<file path="src/rtl/serial_pkg.sv">
// Shared definitions for the serial line transmitter and receiver.
// Line-state encodings, line levels and the frame geometry constants.
package serial_pkg;

    typedef enum logic [1:0] {
        LineIdle  = 2'd0,
        LineStart = 2'd1,
        LineData  = 2'd2,
        LineStop  = 2'd3
    } line_state_e;

    typedef enum logic {
        HReady = 1'b0,
        HWait  = 1'b1
    } hs_state_e;

    localparam logic        START_BIT          = 1'b0;
    localparam logic        STOP_LEVEL         = 1'b1;
    localparam int unsigned DEFAULT_BIT_CLOCKS = 16;
    localparam int unsigned DATA_BITS          = 8;
    localparam int unsigned COUNT_W            = 4;

endpackage

</file>
<file path="src/rtl/serial_bit_timer.sv">
// Loadable bit-period down-counter; stops at zero and flags it.
module serial_bit_timer #(
    parameter int unsigned WIDTH = 4
) (
    input  logic             clk_i,
    input  logic             rst_i,
    input  logic             load_i,
    input  logic [WIDTH-1:0] value_i,
    output logic             zero_o
);

    logic [WIDTH-1:0] count_q, count_d;

    always_comb begin
        count_d = count_q;
        if (load_i) begin
            count_d = value_i;
        end else if (count_q != '0) begin
            count_d = count_q - WIDTH'(1);
        end
    end

    always_ff @(posedge clk_i) begin
        if (rst_i) begin
            count_q <= '0;
        end else begin
            count_q <= count_d;
        end
    end

    assign zero_o = (count_q == '0);

endmodule

</file>
<file path="src/rtl/serial_transmitter.sv">
// Byte-wide four-phase producer interface feeding an 8N1/8N2 serial line.
// The handshake and line FSMs communicate only through the FULL flag and HOLD byte.
module serial_transmitter
    import serial_pkg::*;
#(
    parameter int unsigned BIT_CLOCKS = DEFAULT_BIT_CLOCKS,
    parameter int unsigned STOP_BITS  = 1
) (
    input  logic       clock,
    input  logic       reset_,
    input  logic       dav_,
    input  logic [7:0] byte_i,
    output logic       rfd,
    output logic       txd,
    output logic       busy
);

    localparam int unsigned        TimerW     = $clog2(STOP_BITS * BIT_CLOCKS);
    localparam logic [TimerW-1:0]  BitReload  = TimerW'(BIT_CLOCKS - 1);
    localparam logic [TimerW-1:0]  StopReload = TimerW'(STOP_BITS * BIT_CLOCKS - 1);
    localparam logic [COUNT_W-1:0] DataCount  = COUNT_W'(DATA_BITS);

    hs_state_e   hs_q, hs_d;
    logic        rfd_q, rfd_d;
    logic        capture;
    logic        full_q;
    logic [7:0]  hold_q;

    line_state_e        line_q, line_d;
    logic [7:0]         shift_q, shift_d;
    logic [COUNT_W-1:0] count_q, count_d;
    logic               txd_q, txd_d;
    logic               busy_q, busy_d;
    logic               load_hold;
    logic               tmr_load;
    logic [TimerW-1:0]  tmr_value;
    logic               tmr_zero;

    // Producer handshake
    always_comb begin
        hs_d    = hs_q;
        rfd_d   = rfd_q;
        capture = 1'b0;
        case (hs_q)
            HReady: begin
                if (!dav_ && !full_q) begin
                    capture = 1'b1;
                    rfd_d   = 1'b0;
                    hs_d    = HWait;
                end
            end
            HWait: begin
                if (dav_ && !full_q) begin
                    rfd_d = 1'b1;
                    hs_d  = HReady;
                end
            end
            default: hs_d = HReady;
        endcase
    end

    always_ff @(posedge clock) begin
        if (reset_) begin
            hs_q  <= HReady;
            rfd_q <= 1'b1;
        end else begin
            hs_q  <= hs_d;
            rfd_q <= rfd_d;
        end
    end

    // Capture and HOLD load never coincide: capture needs FULL clear, a load needs it set.
    always_ff @(posedge clock) begin
        if (reset_) begin
            full_q <= 1'b0;
        end else if (capture) begin
            full_q <= 1'b1;
        end else if (load_hold) begin
            full_q <= 1'b0;
        end
    end

    always_ff @(posedge clock) begin
        if (capture) begin
            hold_q <= byte_i;
        end
    end

    // Line framing
    always_comb begin
        line_d    = line_q;
        shift_d   = shift_q;
        count_d   = count_q;
        txd_d     = txd_q;
        busy_d    = busy_q;
        load_hold = 1'b0;
        tmr_load  = 1'b0;
        tmr_value = BitReload;
        case (line_q)
            LineIdle: begin
                load_hold = full_q;
            end
            LineStart: begin
                if (tmr_zero) begin
                    txd_d    = shift_q[0];
                    count_d  = DataCount;
                    tmr_load = 1'b1;
                    line_d   = LineData;
                end
            end
            LineData: begin
                if (tmr_zero) begin
                    tmr_load = 1'b1;
                    if (count_q == COUNT_W'(1)) begin
                        txd_d     = STOP_LEVEL;
                        tmr_value = StopReload;
                        line_d    = LineStop;
                    end else begin
                        shift_d = shift_q >> 1;
                        count_d = count_q - COUNT_W'(1);
                        txd_d   = shift_q[1];
                    end
                end
            end
            LineStop: begin
                if (tmr_zero) begin
                    if (full_q) begin
                        load_hold = 1'b1;
                    end else begin
                        busy_d = 1'b0;
                        line_d = LineIdle;
                    end
                end
            end
            default: line_d = LineIdle;
        endcase
        // Shared frame start for both the idle and back-to-back paths.
        if (load_hold) begin
            shift_d  = hold_q;
            txd_d    = START_BIT;
            busy_d   = 1'b1;
            tmr_load = 1'b1;
            line_d   = LineStart;
        end
    end

    always_ff @(posedge clock) begin
        if (reset_) begin
            line_q  <= LineIdle;
            count_q <= '0;
            txd_q   <= STOP_LEVEL;
            busy_q  <= 1'b0;
        end else begin
            line_q  <= line_d;
            count_q <= count_d;
            txd_q   <= txd_d;
            busy_q  <= busy_d;
        end
    end

    always_ff @(posedge clock) begin
        shift_q <= shift_d;
    end

    serial_bit_timer #(
        .WIDTH (TimerW)
    ) u_bit_timer (
        .clk_i   (clock),
        .rst_i   (reset_),
        .load_i  (tmr_load),
        .value_i (tmr_value),
        .zero_o  (tmr_zero)
    );

    assign rfd  = rfd_q;
    assign txd  = txd_q;
    assign busy = busy_q;

endmodule
</file>
<file path="config.mk">
export PLATFORM = sky130hd
export DESIGN_NAME = serial_transmitter
export DESIGN_NICKNAME = d
export VERILOG_FILES = /design/src/rtl/serial_pkg.sv /design/src/rtl/serial_bit_timer.sv /design/src/rtl/serial_transmitter.sv
export SDC_FILE = /design/constraint.sdc
export NUM_CORES = 1
export LEC_CHECK = 0
export ABC_CLOCK_PERIOD_IN_PS = 4500
export BUFFER_PORTS_ARGS = -buffer_cell sky130_fd_sc_hd__clkbuf_2
export CORE_UTILIZATION = 62
export DETAILED_ROUTE_END_ITERATION = 8
export HOLD_SLACK_MARGIN = 0.12
export PLACE_DENSITY_LB_ADDON = 0.12
export SLEW_MARGIN = 20
export SYNTH_ARGS = -nofsm -noshare
export SYNTH_HDL_FRONTEND = slang
export SYNTH_HIERARCHICAL = 1
export SYNTH_SLANG_ARGS = --single-unit
</file>
<file path="constraint.sdc">
create_clock -name clock -period 4.5 [get_ports clock]
set_input_delay 0.45 -clock clock [delete_from_list [all_inputs] [get_ports clock]]
set_output_delay 0.45 -clock clock [all_outputs]
set_load 0.03 [all_outputs]
</file>
==> impl_metrics.yaml <==
final_layout:
  multi_input_area_um2: 678
  ant_cells: 0
  postLayoutCoreUtil: 0.732
  post-route-cell-area_um2: 1650
  fillers: 170
  syn_to_final_growth_pct: 9.01
  final_layout_size_suffix_gt1_frac: 0.230
  sequential_cell_area_um2: 781
  fin_nets: 170
timing:
  final.min_clock_period_ps: 2420
  max_slew.worst_pin.slew_ps: 536
  setup_viol: 0
  hold_slack_ps: 291
  timing.final.max_slew_violations: 0
  setup_tns_ps: 0
  highest_clock_rate_ghz: 0.414
  timing.max_slew.rel_slack: 0.642
  grt_setup_unrepaired: "no"
  finalCritPeriodShare: 0.537
  postLayoutSetupSlackWorst_ps: 2080
  timing.final.hold_violations: 0
  worst_clock_skew_ps: 5.98
clocking:
  cts-hold-fix-buffers: 0
  clk_path_buf_depth: 2
  cts_sinks: 31
  clkTransAtPathRegs_ps: 100
  cts-buffers-inserted: 5
  cts_max_level: 2
  cts-root-buf: "clkbuf_4"
  clock_insertion_delay_worst_skew_ps: 330
  cts.repair.resized: 0
  tritoncts: "built"
  postCtsSetupRepairBufs: 0
worst_setup_path:
  timing.critical_path.required_ps: 4740
  worstPathArrival_ps: 2650
  r2r_slack_ps: 2080
  regToRegEndpoint: "u_bit_timer/count_q[3]"
  r2r.worst_path.cells: 8
  timing.setup.critical_path_class: "flop to flop"
  timing.critical_path.to_type: "flop"
  crit_path_start: "u_bit_timer/count_q[0]"
  crit-reg2reg-launch: "u_bit_timer/count_q[0]"
  path_max_fanout: 12
  critPathLaunchType: "flop"
pwr:
  power-per-cell-area_nw_per_um2: 561
  max-vdd-ir-drop_mv: 0.387
  static-leakage-power_nw: 0.641
synthesis:
  synthDominantAreaCellType: "edfxtp_1"
  yosysWarningCount: 6
  synth.top_cell.area_share: 0.317
  postSynthRegisterBits: 31
  ys_dominant_reg_cell: "edfxtp_1"
  post_synth_main_area_contributors: "edfxtp_1 32%, dfxtp_1 20%, ha_1 6.6%, mux2_2 5.2%, inv_1 2.7%"
  synth_async_sr_flop_share: 0
  synth.distinct_cells: 45
  synth_commonest_cells: "16 x edfxtp_1, 15 x dfxtp_1, 11 x inv_1, 11 x nand2_1, 8 x ha_1"
  post_synth.cell_area_avg_um2: 11.5
  netlist_area_pre_place_um2: 1510
  seq_area_frac_synth: 0.516
  synth-edff-count: 16
  syn_inst: 132
  library_cell_with_the_highest_instance_count_after_synthesis: "edfxtp_1"
floorplanning:
  floorplan.io_pins: 14
  core_area_um2: 2250
  start_util: 0.671
  die_h_um: 51.4
  core.rowCount: 17
  die_footprint_um2: 2640
  die_w_um: 51.4
place:
  port_buffers: 13
  dp_hpwl_um: 1850
  placement.cell_area_um2: 1600
  dp_worst_setup_slack_ps: 2130
  place.gp.congestion: 0.847
global_routing:
  first_global_vias: 996
  antenna_found_initial: 0
  global_route.overflow_total: 0
  grt_pass1_wl_um: 4460
  grt_start_max_net_pins: 15
  global_route.usage.total: 0.237
routing:
  antenna_left: 0
  drt_pre_antenna_iters: 4
  route.detailed.drc: 0
  detail_route.vias_per_cell: 5.72
  routed_wire_length_per_instance_um: 14.4
  routed_wl_um: 2590
  num_vias: 1030
  dr.first_iter.drc_count: 23
run:
  maxCapViolations: 0
min_path:
  holdCritPathClass: "primary input to flop"
  worst_hold_path_startpoint: "byte_i[3]"
  hold-path-endpoint: "hold_q[3]"
  whs_path_depth: 1
outcome:
  outcome: "finished clean"
[critical path, stage by stage (launching register included)]
cell     delay [ps]
dfxtp_1         350
inv_1            70
ha_1            220
nor3b_4         210
a21oi_2         280
or2_1           400
nand2_1         220
or2_2           360
o32ai_1         210
[kinds of logic (layout without fill, tap and decap cells)]
kind of cell	Yosys count	after routing	share of synthesized area
flops	31	31	0.516
xor+xnor	2	2	0.0116
mux	9	9	0.0661
compound gates	28	28	0.137
simple gates	38	38	0.157
buf+inv	15	32	0.0438
fa+ha+maj	8	8	0.0661
other cells	1	4	0.00248
[sequential cells by signal, summed over array words and instances (netlist names), named ones only]
signal / count
count_q: 4
txd: 1
full_q: 1
hold_q: 8
shift_q: 8
busy: 1
line_q: 2
rfd: 1
u_bit_timer/count_q: 4
[stage by stage]
| stage | instances | total power [mW] |
|---|---|---|
| floorplan | 135 | 0.710 |
| global placement | 172 | 0.757 |
| detailed placement | 172 | 0.779 |
| CTS | 180 | 0.931 |
| global route | 180 | 0.993 |
| finish | 180 | 0.927 |
[layer usage]
layer / vias up / part of all wire / track usage
met5: - / 0 / 0
met4: 0 / 0.0081 / 0.0766
met3: 2 / 0.039 / 0.0923
met2: 23 / 0.48 / 0.368
met1: 497 / 0.47 / 0.301
li1: 508 / - / -
[cell type report]
class / instances / share of cell area
well taps: 28 / 0.0212
clock buffers: 6 / 0.0250
inverters: 11 / 0.0250
clock inverters: 2 / 0.00531
multi-input cells: 89 / 0.411
repair buffers: 13 / 0.0394
flip-flops and latches: 31 / 0.473
[report_power, final]
part | internal, mW | switching (mW)
sequential | 0.374 | 0.0459
clock | 0.0586 | 0.0914
combinational | 0.158 | 0.199
[placed cells by master, fill, tap and decap left out, drive strengths merged]
master,instances
and2,2
or2,2
o32ai,2
nor3b,1
or4,2
nor2,3
or3,2
o211ai,3
a21oi,5
a311o,1
nor2b,4
clkinv,2
or3b,1
a211oi,1
ha,8
inv,11
o22ai,4
nand2,11
clkbuf,19
o21a,1
nand3,1
nand3b,1
a21boi,1
conb,4
mux2i,1
and3b,1
xnor2,2
nor3,5
a31oi,2
nand2b,1
mux2,8
o31ai,1
and4bb,1
o21ai,5
a2bb2oi,1
dfxtp,15
a2111oi,1
edfxtp,16
[worst max path at each step]
stage          slack, ps  cells after the start                      to
5_1_grt             1810                      8  u_bit_timer/count_q[3]
3_5_place_dp        2130                      8  u_bit_timer/count_q[3]
6_report            2080                      8  u_bit_timer/count_q[3]
2_1_floorplan       2320                     10  u_bit_timer/count_q[3]
3_3_place_gp        2230                      8  u_bit_timer/count_q[3]
4_1_cts             2100                      8  u_bit_timer/count_q[3]
No activity file was read; power rests on OpenSTA's default activity.
